File: config.mk
export PLATFORM = sky130hd
export DESIGN_NAME = rezultat_bcd
export DESIGN_NICKNAME = d
export VERILOG_FILES = /design/src/rtl/rezultat_bcd.sv
export SDC_FILE = /design/constraint.sdc
export NUM_CORES = 1
export LEC_CHECK = 0
export ABC_AREA = 1
export BUFFER_PORTS_ARGS = -buffer_cell sky130_fd_sc_hd__buf_4
export CAP_MARGIN = 20
export CORE_MARGIN = 1.5
export CORE_UTILIZATION = 35
export CTS_BUF_LIST = sky130_fd_sc_hd__clkbuf_4 sky130_fd_sc_hd__clkbuf_8
export DETAILED_ROUTE_END_ITERATION = 7
export SLEW_MARGIN = 10
export SYNTH_ARGS = -nofsm -noshare
export SYNTH_HDL_FRONTEND = slang
export SYNTH_SLANG_ARGS = --single-unit
File: constraint.sdc
create_clock -name clk -period 4.3 [get_ports clk]
set_input_delay 0.645 -clock clk [delete_from_list [all_inputs] [get_ports clk]]
set_output_delay 0.645 -clock clk [all_outputs]
set_load 0.01 [all_outputs]
File: src/rtl/rezultat_bcd.sv
// rezultat_bcd: sequential binary-to-BCD converter for the calculator result path.
// A signed two's-complement result is converted to sign + packed BCD magnitude.
// The conversion uses shift-add-3 at one bit per clock, so only one result is in flight.
//
// Ports:
//   clk        system clock, rising edge
//   rst        synchronous active-high reset
//   d_in       signed result from the operator block
//   err_in     operator error flag, sampled with valid_in
//   valid_in   one-cycle strobe for d_in/err_in
//   busy       conversion in progress; valid_in is ignored while high
//   valid_out  one-cycle strobe; neg/err_out/bcd updated in this cycle
//   neg        result was negative
//   err_out    error result (bcd forced to zero)
//   bcd        packed BCD, digit 0 in bits [3:0]
module rezultat_bcd #(
    parameter int unsigned WIDTH  = 28,
    parameter int unsigned DIGITS = 9
) (
    input  logic                  clk,
    input  logic                  rst,
    input  logic [WIDTH-1:0]      d_in,
    input  logic                  err_in,
    input  logic                  valid_in,
    output logic                  busy,
    output logic                  valid_out,
    output logic                  neg,
    output logic                  err_out,
    output logic [4*DIGITS-1:0]   bcd
);

    localparam int unsigned BcdW = 4 * DIGITS;
    localparam int unsigned CntW = $clog2(WIDTH);

    typedef enum logic [1:0] {StIdle, StConv, StErr} state_e;

    state_e            state_q, state_d;
    logic [BcdW-1:0]   scratch_q, scratch_d;
    logic [WIDTH-1:0]  mag_q, mag_d;
    logic [CntW-1:0]   cnt_q, cnt_d;
    logic              neg_cap_q, neg_cap_d;
    logic              valid_out_q, valid_out_d;
    logic              neg_q, neg_d;
    logic              err_q, err_d;
    logic [BcdW-1:0]   bcd_q, bcd_d;

    logic [BcdW-1:0]   adj;
    logic [BcdW-1:0]   shifted;
    logic [WIDTH-1:0]  abs_in;

    // Add-3 correction: any digit >= 5 would overflow past 9 after the doubling shift.
    always_comb begin
        adj = scratch_q;
        for (int i = 0; i < DIGITS; i++) begin
            if (scratch_q[4*i +: 4] >= 4'd5) begin
                adj[4*i +: 4] = scratch_q[4*i +: 4] + 4'd3;
            end
        end
    end

    assign shifted = {adj[BcdW-2:0], mag_q[WIDTH-1]};

    // Most negative input maps to 2^(WIDTH-1), which still fits as an unsigned magnitude.
    assign abs_in = d_in[WIDTH-1] ? (~d_in) + WIDTH'(1) : d_in;

    always_comb begin
        state_d     = state_q;
        scratch_d   = scratch_q;
        mag_d       = mag_q;
        cnt_d       = cnt_q;
        neg_cap_d   = neg_cap_q;
        valid_out_d = 1'b0;
        neg_d       = neg_q;
        err_d       = err_q;
        bcd_d       = bcd_q;

        unique case (state_q)
            StIdle: begin
                if (valid_in) begin
                    if (err_in) begin
                        state_d = StErr;
                    end else begin
                        neg_cap_d = d_in[WIDTH-1];
                        mag_d     = abs_in;
                        scratch_d = '0;
                        cnt_d     = '0;
                        state_d   = StConv;
                    end
                end
            end
            StConv: begin
                scratch_d = shifted;
                mag_d     = {mag_q[WIDTH-2:0], 1'b0};
                cnt_d     = cnt_q + CntW'(1);
                if (cnt_q == CntW'(WIDTH - 1)) begin
                    bcd_d       = shifted;
                    neg_d       = neg_cap_q;
                    err_d       = 1'b0;
                    valid_out_d = 1'b1;
                    state_d     = StIdle;
                end
            end
            StErr: begin
                bcd_d       = '0;
                neg_d       = 1'b0;
                err_d       = 1'b1;
                valid_out_d = 1'b1;
                state_d     = StIdle;
            end
            default: state_d = StIdle;
        endcase
    end

    always_ff @(posedge clk) begin
        if (rst) begin
            state_q     <= StIdle;
            scratch_q   <= '0;
            mag_q       <= '0;
            cnt_q       <= '0;
            neg_cap_q   <= 1'b0;
            valid_out_q <= 1'b0;
            neg_q       <= 1'b0;
            err_q       <= 1'b0;
            bcd_q       <= '0;
        end else begin
            state_q     <= state_d;
            scratch_q   <= scratch_d;
            mag_q       <= mag_d;
            cnt_q       <= cnt_d;
            neg_cap_q   <= neg_cap_d;
            valid_out_q <= valid_out_d;
            neg_q       <= neg_d;
            err_q       <= err_d;
            bcd_q       <= bcd_d;
        end
    end

    assign busy      = (state_q != StIdle);
    assign valid_out = valid_out_q;
    assign neg       = neg_q;
    assign err_out   = err_q;
    assign bcd       = bcd_q;

endmodule

# Yosys cells after proc, flatten, opt, wreduce, memory -nomap -nowiden
# Cells that the tools add are included.
dict set report op_classes {
  add_sub_neg 11
  magnitude_cmp 9
  eq_ne 6
  mux 31
  bitwise 2
  reduce_logical 8
}
# op count
set ops {}
lappend ops {{36-bit case mux with 2 select lines} 2}
lappend ops {{36-bit two-way mux} 3}
lappend ops {{28-bit two-way mux} 3}
lappend ops {{28-bit case mux with 2 select lines} 1}
lappend ops {{4-bit by 3-bit greater-or-equal comparator with 1-bit output (second input constant)} 9}
lappend ops {{4-bit by 2-bit adder with 4-bit output (second input constant)} 8}
lappend ops {{4-bit two-way mux} 8}
lappend ops {{28-bit by 1-bit adder with 28-bit output (second input constant)} 1}
lappend ops {{28-bit inverter} 1}
lappend ops {{5-bit two-way mux} 2}
lappend ops {{5-bit case mux with 2 select lines} 1}
lappend ops {{2-bit two-way mux} 3}
lappend ops {{2-bit inequality test (second input constant)} 3}
lappend ops {{1-bit case mux with 2 select lines} 3}
lappend ops {{3-bit AND reduction} 2}
lappend ops {{2-bit nonzero test} 3}
lappend ops {{5-bit by 1-bit adder with 5-bit output (second input constant)} 1}
lappend ops {{5-bit equality test (second input constant)} 1}
lappend ops {{2-bit case mux with 2 select lines} 1}
lappend ops {{2-bit AND reduction} 2}
lappend ops {{3-bit by 2-bit adder with 3-bit output (second input constant)} 1}
lappend ops {{1-bit two-way mux} 3}
lappend ops {{3-bit two-way mux} 1}
lappend ops {{2-bit by 1-bit equality test with 1-bit output (second input constant)} 1}
lappend ops {{3 further kinds} 3}
dict set report word_totals {
  register_bits 111
  inputBits 32
  output_inout_bits 40
  elab_cells 76
}

# Logic depth before layout (Yosys ltp)
# Gate-level depths: netlist of the first run.
dict set report depth {
  ltp_word 6
  mapped_depth 11
  ltp_nobuf 10
}

# Worst setup path after synthesis of the first run
# OpenSTA, ideal clock, no wires.
dict set report synth_path {
  path_type {in2reg}
  start {input port d_in[1]}
  end {register mag_q[18]}
  setup_time_ps 71
  t_arrival_ps 1713
  t_required_ps 4229
  setup_slack_ps 2517
  cell_stages 10
  n_path_buf 0
  cell_sequence {inv_1 -> ha_1 -> nand2_1 -> nor2_1 -> nand2_1 -> nand2_1 -> o21ai_0 -> nand2_1 -> nand3_1 -> a21oi_1}
}
dict set report synth_between {
  elab_chain_len 6
}
# item line
set synth_lines {}
lappend synth_lines {{start: declaration} 22} ;# input logic [WIDTH-1:0] d_in,
lappend synth_lines {{28-bit inverter} 64} ;# assign abs_in = d_in[WIDTH-1] ? (~d_in) + WIDTH'(1) : d_in;
lappend synth_lines {{28-bit by 1-bit adder with 28-bit output} 64}
lappend synth_lines {{28-bit two-way mux} 64}
lappend synth_lines {{28-bit two-way mux} 80} ;# if (err_in) begin
lappend synth_lines {{28-bit two-way mux} 79} ;# if (valid_in) begin
lappend synth_lines {{28-bit case mux with 2 select lines} 77} ;# unique case (state_q)
lappend synth_lines {{end signal: assignment} 128} ;# mag_q <= mag_d;
lappend synth_lines {{end: declaration} 39} ;# logic [WIDTH-1:0] mag_q, mag_d;
# Every way passes these cells. The select of a mux whose other input is x is not followed.
# A chain may end at the register's enable or synchronous reset.

# Worst setup path after layout of the first run
dict set report layout_path {
  start {register state_q[1]}
  end {register mag_q[16]}
}
dict set report layout_between {
  elab_chain_len 3
  word_cells_on_any_way 7
  cone_classes {eq/ne: 3; mux: 1; reduce/logical: 3}
}
# item line
set layout_lines {}
lappend layout_lines {{start: declaration} 37} ;# state_e state_q, state_d;
lappend layout_lines {{start signal: assignment} 116} ;# state_q <= StIdle;
lappend layout_lines {{start signal: assignment} 126} ;# state_q <= state_d;
lappend layout_lines {{2-bit by 1-bit equality test with 1-bit output / 2-bit logical NOT (equally long branches)} 77}
lappend layout_lines {{2-bit nonzero test (no source line) / 2-bit inequality test (equally long branches)} --}
lappend layout_lines {{3-bit AND reduction (no source line)} --}
# Parallel ways exist; a longest one is shown, timed or not.

==> results of run 1 <==
## cell type report
| type | count | share of cell area |
|---|---|---|
| Clock buffer | 12 | 0.02402 |
| Timing Repair Buffer | 72 | 0.08169 |
| Clock inverter | 4 | 0.008132 |
| Multi-Input combinational cell | 612 | 0.4550 |
| Sequential cell | 111 | 0.3359 |
| Tap cell | 216 | 0.04085 |
| Inverter | 96 | 0.05446 |
## power breakdown
part	internal [µW]	leakage (µW)	total (µW)	switching, µW
logic	66.2	0.00162	197	131
clock network	309	0.000102	656	347
registers	1050	0.000897	1060	8.48
## stage by stage
step                  util  instance area, µm²  worst slack [ns]  std cells  power [µW]
floorplan                -                5772             2.517        855        1213
global placement    0.4002                6404             1.547       1107        1277
detailed placement  0.4002                6404             1.476       1107        1277
CTS                 0.4135                6616             1.445       1123        1933
global route        0.4135                6616             1.115       1123        2007
finish              0.4135                6616             1.481       1123        1909
## kinds of logic (layout without fill, tap and decap cells)
group                    Yosys count  count (layout)  synth area share
flip-flops                       111             111            0.3850
XOR/XNOR                          11              11           0.01669
adder cells (fa/ha/maj)           23              23           0.04986
AND/OR/NAND/NOR                  375             375            0.2649
AO/OA/AOI/OAI                    203             203            0.1901
buffers and inverters            132             184           0.09343
## flip-flops by register name, indices dropped and copies added, names as in the netlist
| name | flops |
|---|---|
| neg | 1 |
| neg_cap_q | 1 |
| bcd | 36 |
| scratch_q | 36 |
| err_out | 1 |
| state_q | 2 |
| cnt_q | 5 |
| mag_q | 28 |
| valid_out | 1 |
## tightest hold or removal path, delay by kind of cell (launching register included)
kind	cells	cell delay (ns)
compound gates	1	0.05
flops	1	0.32
simple gates	1	0.06
## final timing paths
kind | depth (start not counted) | endpoint | slack [ns]
setup / recovery | 10 | mag_q[16]$_SDFFE_PP0P_ | 1.48
hold / removal | 2 | bcd[15]$_SDFFE_PP0P_ | 0.47
setup reg to reg | 10 | mag_q[16]$_SDFFE_PP0P_ | 1.48
hold reg to reg | 2 | bcd[15]$_SDFFE_PP0P_ | 0.47
## per-layer routing
layer / part of all wire / track usage / wire (µm) / vias to the layer above
li1: - / - / - / 2862
met1: 0.51 / 0.2131 / 6794 / 2400
met2: 0.44 / 0.2579 / 5922 / 91
met3: 0.036 / 0.02508 / 479 / 13
met4: 0.014 / 0.05679 / 187 / 0
met5: 0 / 0 / 0 / -
## cells in the final DEF (no fill, tap or decap), types with 11 or more instances in the layout
master,Yosys,final
nand3_1,38,38
a21oi_1,130,130
nor2_1,57,57
ha_1,23,23
a31oi_1,13,13
dfxtp_1,111,111
inv_1,90,90
nand3b_1,11,11
o21ai_0,34,34
buf_4,4,72
clkbuf_8,0,11
nand2_1,255,255
==> flow_summary.toml, run 1 <==
[run_status]
outcome = "finished clean"

[floorplanning]
coreArea_um2 = 16000
start_util = 0.3607
io_pins = 72
fp.dieW_um = 131.4
num_rows = 46
die_area_um2 = 17270
die_h_um = 131.4

[worst_setup_path]
path_buf_inv = 3
cp_max_fo = 49
critPathRequiredTime_ns = 4.62
critPathLaunch = "state_q[1]$_SDFFE_PP0P_"
worstPathArrival_ns = 3.14
end_kind = "flop"
cpPeakStageDelay_ns = 0.74
cp_cell_sequence = "inv_1 -> ha_1 -> inv_2 -> o22ai_4 -> nand2_2 -> inv_2 -> nand2_1 -> o21ai_0 -> a31oi_1 -> nor2_1"
cp_slowest_cell = "inv_2"
cp_common_cell = "inv_2"
crit_family = "buffers and inverters"
timing_worst_setup_path_type = "reg2reg"
startpoint_type = "flop"
rr_startpoint = "state_q[1]$_SDFFE_PP0P_"

[sta]
rsz0062_at_grt = "no"
setup_viol = 0
fmax_mhz = 354.8
fin_tns_setup_ns = 0
period_share = 0.6555
relSlewSlack = 0.3654
drv_slew = 0
worst_pin_slew_ns = 0.9506
period_needed_ns = 2.819
hold_ws_ns = 0.4653
skew_ns = 0.006647
hold_viol_final = 0

[clock_network]
post_cts_resized = 0
clockBufferDepth = 2
cts.sinks = 111
post_cts_buffers = 0
clk_latency_ns = 0.37
cts_tree = "yes"
cts_max_level = 3
cts_hold_buf = 0
cts_inserted_buffers = 9
cts.reportedPaths.clkPinSlew_ns = 0.10
cts-root-buf = "clkbuf_8"

[global_route]
grt_max_degree = 78
grt_pass1_wl_mm = 23.08
grt_pass1_vias = 4985
grtUsageTotal = 0.1588
grt.overflow.total = 0
antenna_found_initial = 0

[power]
powerDensity_nw_per_um2 = 288.5
p_leak_uw = 0.002620
ir_drop_uv = 128.0

[final_layout]
drive_gt1_frac = 0.1092
multi_input_area_um2 = 3010
syn2layout_area_growth_pct = 14.63
register_area_um2 = 2222
antenna_cells = 0
nFillCells = 1785
fin_nets = 957

[yosys]
async_flop_share = 0
netlist_area_um2 = 5772
synth_common_cells = "255 x nand2_1, 130 x a21oi_1, 111 x dfxtp_1, 90 x inv_1, 57 x nor2_1"
synth.area.top_cells = "dfxtp_1 38%, nand2_1 17%, a21oi_1 11%, inv_1 5.9%, ha_1 5.0%"
synth.distinct_cells = 29
yosys.area.top_type = "dfxtp_1"
syn_area_per_cell_um2 = 6.751
seq_area_frac_synth = 0.3850
yosys.area.top_type_share = 0.3850
synthCells = 855
synth_most_common_cell = "nand2_1"
synth_warnings = 0
synth_fp_nets = 910
synth_seq_cells = 111
synth-main-ff-cell = "dfxtp_1"
synth-edff-count = 0

[hold_path]
hold_path_class = "reg2reg"
holdCritStartpoint = "bcd[15]$_SDFFE_PP0P_"

[drt]
drc = 0
wl_per_cell_um = 11.92
dr_total_vias = 5366
drt-total-wl_mm = 13.38
drtPass1Iterations = 4
ant_nets = 0
drtIter0Drc = 277
vias_per_cell = 4.778

[flow_run]
drv_cap = 0

[placement]
hpwl_mm = 9.089
io_buffers = 71
routabilityCongestion = 0.8992
Note: power is estimated with default switching activity, not from simulation.
==> run 2, diff against run 1 <==
--- a/config.mk
+++ b/config.mk
@@ -5,7 +5,7 @@
 export SDC_FILE = /design/constraint.sdc
 export NUM_CORES = 1
 export LEC_CHECK = 0
-export ABC_AREA = 1
+export ABC_AREA = 0
 export BUFFER_PORTS_ARGS = -buffer_cell sky130_fd_sc_hd__buf_4
 export CAP_MARGIN = 20
 export CORE_MARGIN = 1.5
==> constraint.sdc (replaced) <==
create_clock -name clk -period 2.44 [get_ports clk]
set_input_delay 0.366 -clock clk [delete_from_list [all_inputs] [get_ports clk]]
set_output_delay 0.366 -clock clk [all_outputs]
set_load 0.01 [all_outputs]
==> run 2 against run 1 <==
  * Clock skew up 0.0054 ns
  * Synthesized cell count down 21%
  * Cell count down 16%
  * Sequential power up 75%
  * Critical path type unchanged
  * Clock power up 55%
  * Critical endpoint is now scratch_q[18]$_SDFFE_PP0P_
  * Clock-buffer cell count up 1
  * Sequential share of layout area up 0.48 points
  * Worst hold slack worse by 0.19 ns
  * Flip-flop and latch count unchanged
==> flow_summary.toml, run 2 <==
[run_status]
outcome = "finished clean"

[power]
powerDensity_nw_per_um2 = 498.7
p_leak_uw = 0.002445
switching_power_uw = 829.7
finalPower_uw = 3253
ir_drop_uv = 233.6
power_frac_comb = 0.115
switching_share = 0.2550
intPower_uw = 2424
clockPowerShare = 0.313
seqPwrFrac = 0.572

[clock_network]
post_cts_resized = 0
cts_tree = "yes"
cts_inserted_buffers = 9
cts_hold_buf = 0
cts_max_level = 3
post_cts_buffers = 0
cts.sinks = 111
cts-root-buf = "clkbuf_8"
clk_latency_ns = 0.37
cts.reportedPaths.clkPinSlew_ns = 0.10
clockBufferDepth = 2

[yosys]
async_flop_share = 0
yosys.area.top_type = "dfxtp_1"
yosys.area.top_type_share = 0.3978
syn_area_per_cell_um2 = 8.312
synth-edff-count = 0
synth_warnings = 0
synth_common_cells = "111 x dfxtp_1, 79 x nor2_1, 66 x a22oi_1, 56 x nand2_1, 39 x a21oi_1"
synthCells = 672
synth_most_common_cell = "dfxtp_1"
synth_fp_nets = 727
seq_area_frac_synth = 0.3978
synth-main-ff-cell = "dfxtp_1"
netlist_area_um2 = 5585
synth.distinct_cells = 52
synth_seq_cells = 111
synth.area.top_cells = "dfxtp_1 40%, a22oi_1 8.9%, nor2_1 5.3%, ha_1 5.2%, nand2_1 3.8%"

[global_route]
grt_pass1_wl_mm = 22.15
antenna_found_initial = 0
grt.overflow.total = 0
grt_pass1_vias = 4698
grtUsageTotal = 0.1615
grt_max_degree = 47

[floorplanning]
num_rows = 45
fp.dieW_um = 129.3
die_area_um2 = 16730
io_pins = 72
start_util = 0.3634
die_h_um = 129.3
coreArea_um2 = 15370

[sta]
setup_viol = 0
worst_pin_slew_ns = 0.5007
relSlewSlack = 0.6631
skew_ns = 0.01200
drv_slew = 0
fin_tns_setup_ns = 0
fmax_mhz = 475.9
hold_viol_final = 0
period_needed_ns = 2.101
period_share = 0.8611
rsz0062_at_grt = "no"

[drt]
dr_total_vias = 4926
drt-total-wl_mm = 13.08
ant_nets = 0
wl_per_cell_um = 13.90
vias_per_cell = 5.235
drtIter0Drc = 276
drc = 0
drtPass1Iterations = 4

[worst_setup_path]
cpPeakStageDelay_ns = 0.48
critPathRequiredTime_ns = 2.69
cp_cell_sequence = "inv_1 -> ha_1 -> mux2_2 -> and2_1 -> buf_4 -> a22oi_1 -> nor2_1"
path_buf_inv = 2
cp_max_fo = 26
worstPathArrival_ns = 2.35
end_kind = "flop"
crit_family = "multiplexers"
timing_worst_setup_path_type = "reg2reg"
cp_slowest_cell = "mux2_2"
startpoint_type = "flop"

[placement]
io_buffers = 71
hpwl_mm = 9.212
routabilityCongestion = 0.8319

[final_layout]
drive_gt1_frac = 0.1562
mostFrequentLayoutCell = "dfxtp_1"
layout_common_cells = "111 x dfxtp_1, 87 x buf_4, 78 x nor2_1, 66 x a22oi_1, 56 x nand2_1"
syn2layout_area_growth_pct = 16.80
final_core_util = 0.4244
fin_nets = 782
antenna_cells = 0

[flow_run]
drv_cap = 0

[hold_path]
hold_path_class = "in2reg"
==> run 2: routing by layer <==
| metal | global-route usage | vias to the layer above | wire [µm] |
|---|---|---|---|
| li1 | - | 2499 | - |
| met1 | 0.2106 | 2321 | 6290 |
| met2 | 0.2728 | 96 | 6165 |
| met3 | 0.02395 | 10 | 458 |
| met4 | 0.05552 | 0 | 166 |
| met5 | 0 | - | 0 |
==> run 2: path summary, 6_finish.rpt <==
kind | from | end | slack (ns) | depth (start not counted)
worst max-delay path | state_q[0]$_SDFFE_PP0P_ | scratch_q[18]$_SDFFE_PP0P_ | 0.34 | 7
worst min-delay path | d_in[0] | mag_q[0]$_SDFFE_PP0P_ | 0.27 | 3
worst max register to register | state_q[0]$_SDFFE_PP0P_ | scratch_q[18]$_SDFFE_PP0P_ | 0.34 | 7
worst min register to register | mag_q[2]$_SDFFE_PP0P_ | mag_q[2]$_SDFFE_PP0P_ | 0.46 | 2
==> run 2: area by class of cell <==
type	instances	area, µm²
clock buffers	13	166.4
clock inverters	1	5.005
fillers	1537	8847
inverters	26	97.59
multi-input cells	492	3115
flip-flops and latches	111	2222
well taps	211	264.0
repair buffers	87	653.1
==> run 2: kinds of logic (layout without fill, tap and decap cells) <==
logic type      Yosys count  count (layout)  synth area share
flops                   111             111            0.3978
buf+inv                  69             127           0.04794
compound gates          188             188            0.2189
simple gates            235             235            0.2083
fa+ha+maj                23              23           0.05152
mux                      14              14           0.02531
xor+xnor                 32              32           0.05018
==> run 2: worst register-to-register path, stage by stage, from the launching register on <==
cell and delay [ns]:
dfxtp_1 0.34, inv_1 0.08, ha_1 0.33, mux2_2 0.48
and2_1 0.24, buf_4 0.25, a22oi_1 0.19, nor2_1 0.06
==> run 2: power by group through the flow <==
stage	Sequential [µW]	Combinational (µW)	Clock, µW
floorplan	1900	228	0
finish	1860	373	1020
detailed placement	1900	374	0
global route	1870	412	1140
CTS	1860	375	1070
global placement	1900	367	0
==> run 2: through the flow <==
step           setup slack (ns)  cells  hold WS (ns)  cell area [µm²]
2_1_floorplan            0.6023    672        0.4322             5585
3_3_place_gp             0.3070    927        0.4438             6352
3_5_place_dp             0.2310    927        0.4483             6352
4_1_cts                  0.3366    941        0.2494             6524
5_1_grt                  0.1767    941        0.2580             6524
6_report                 0.3389    941        0.2745             6524
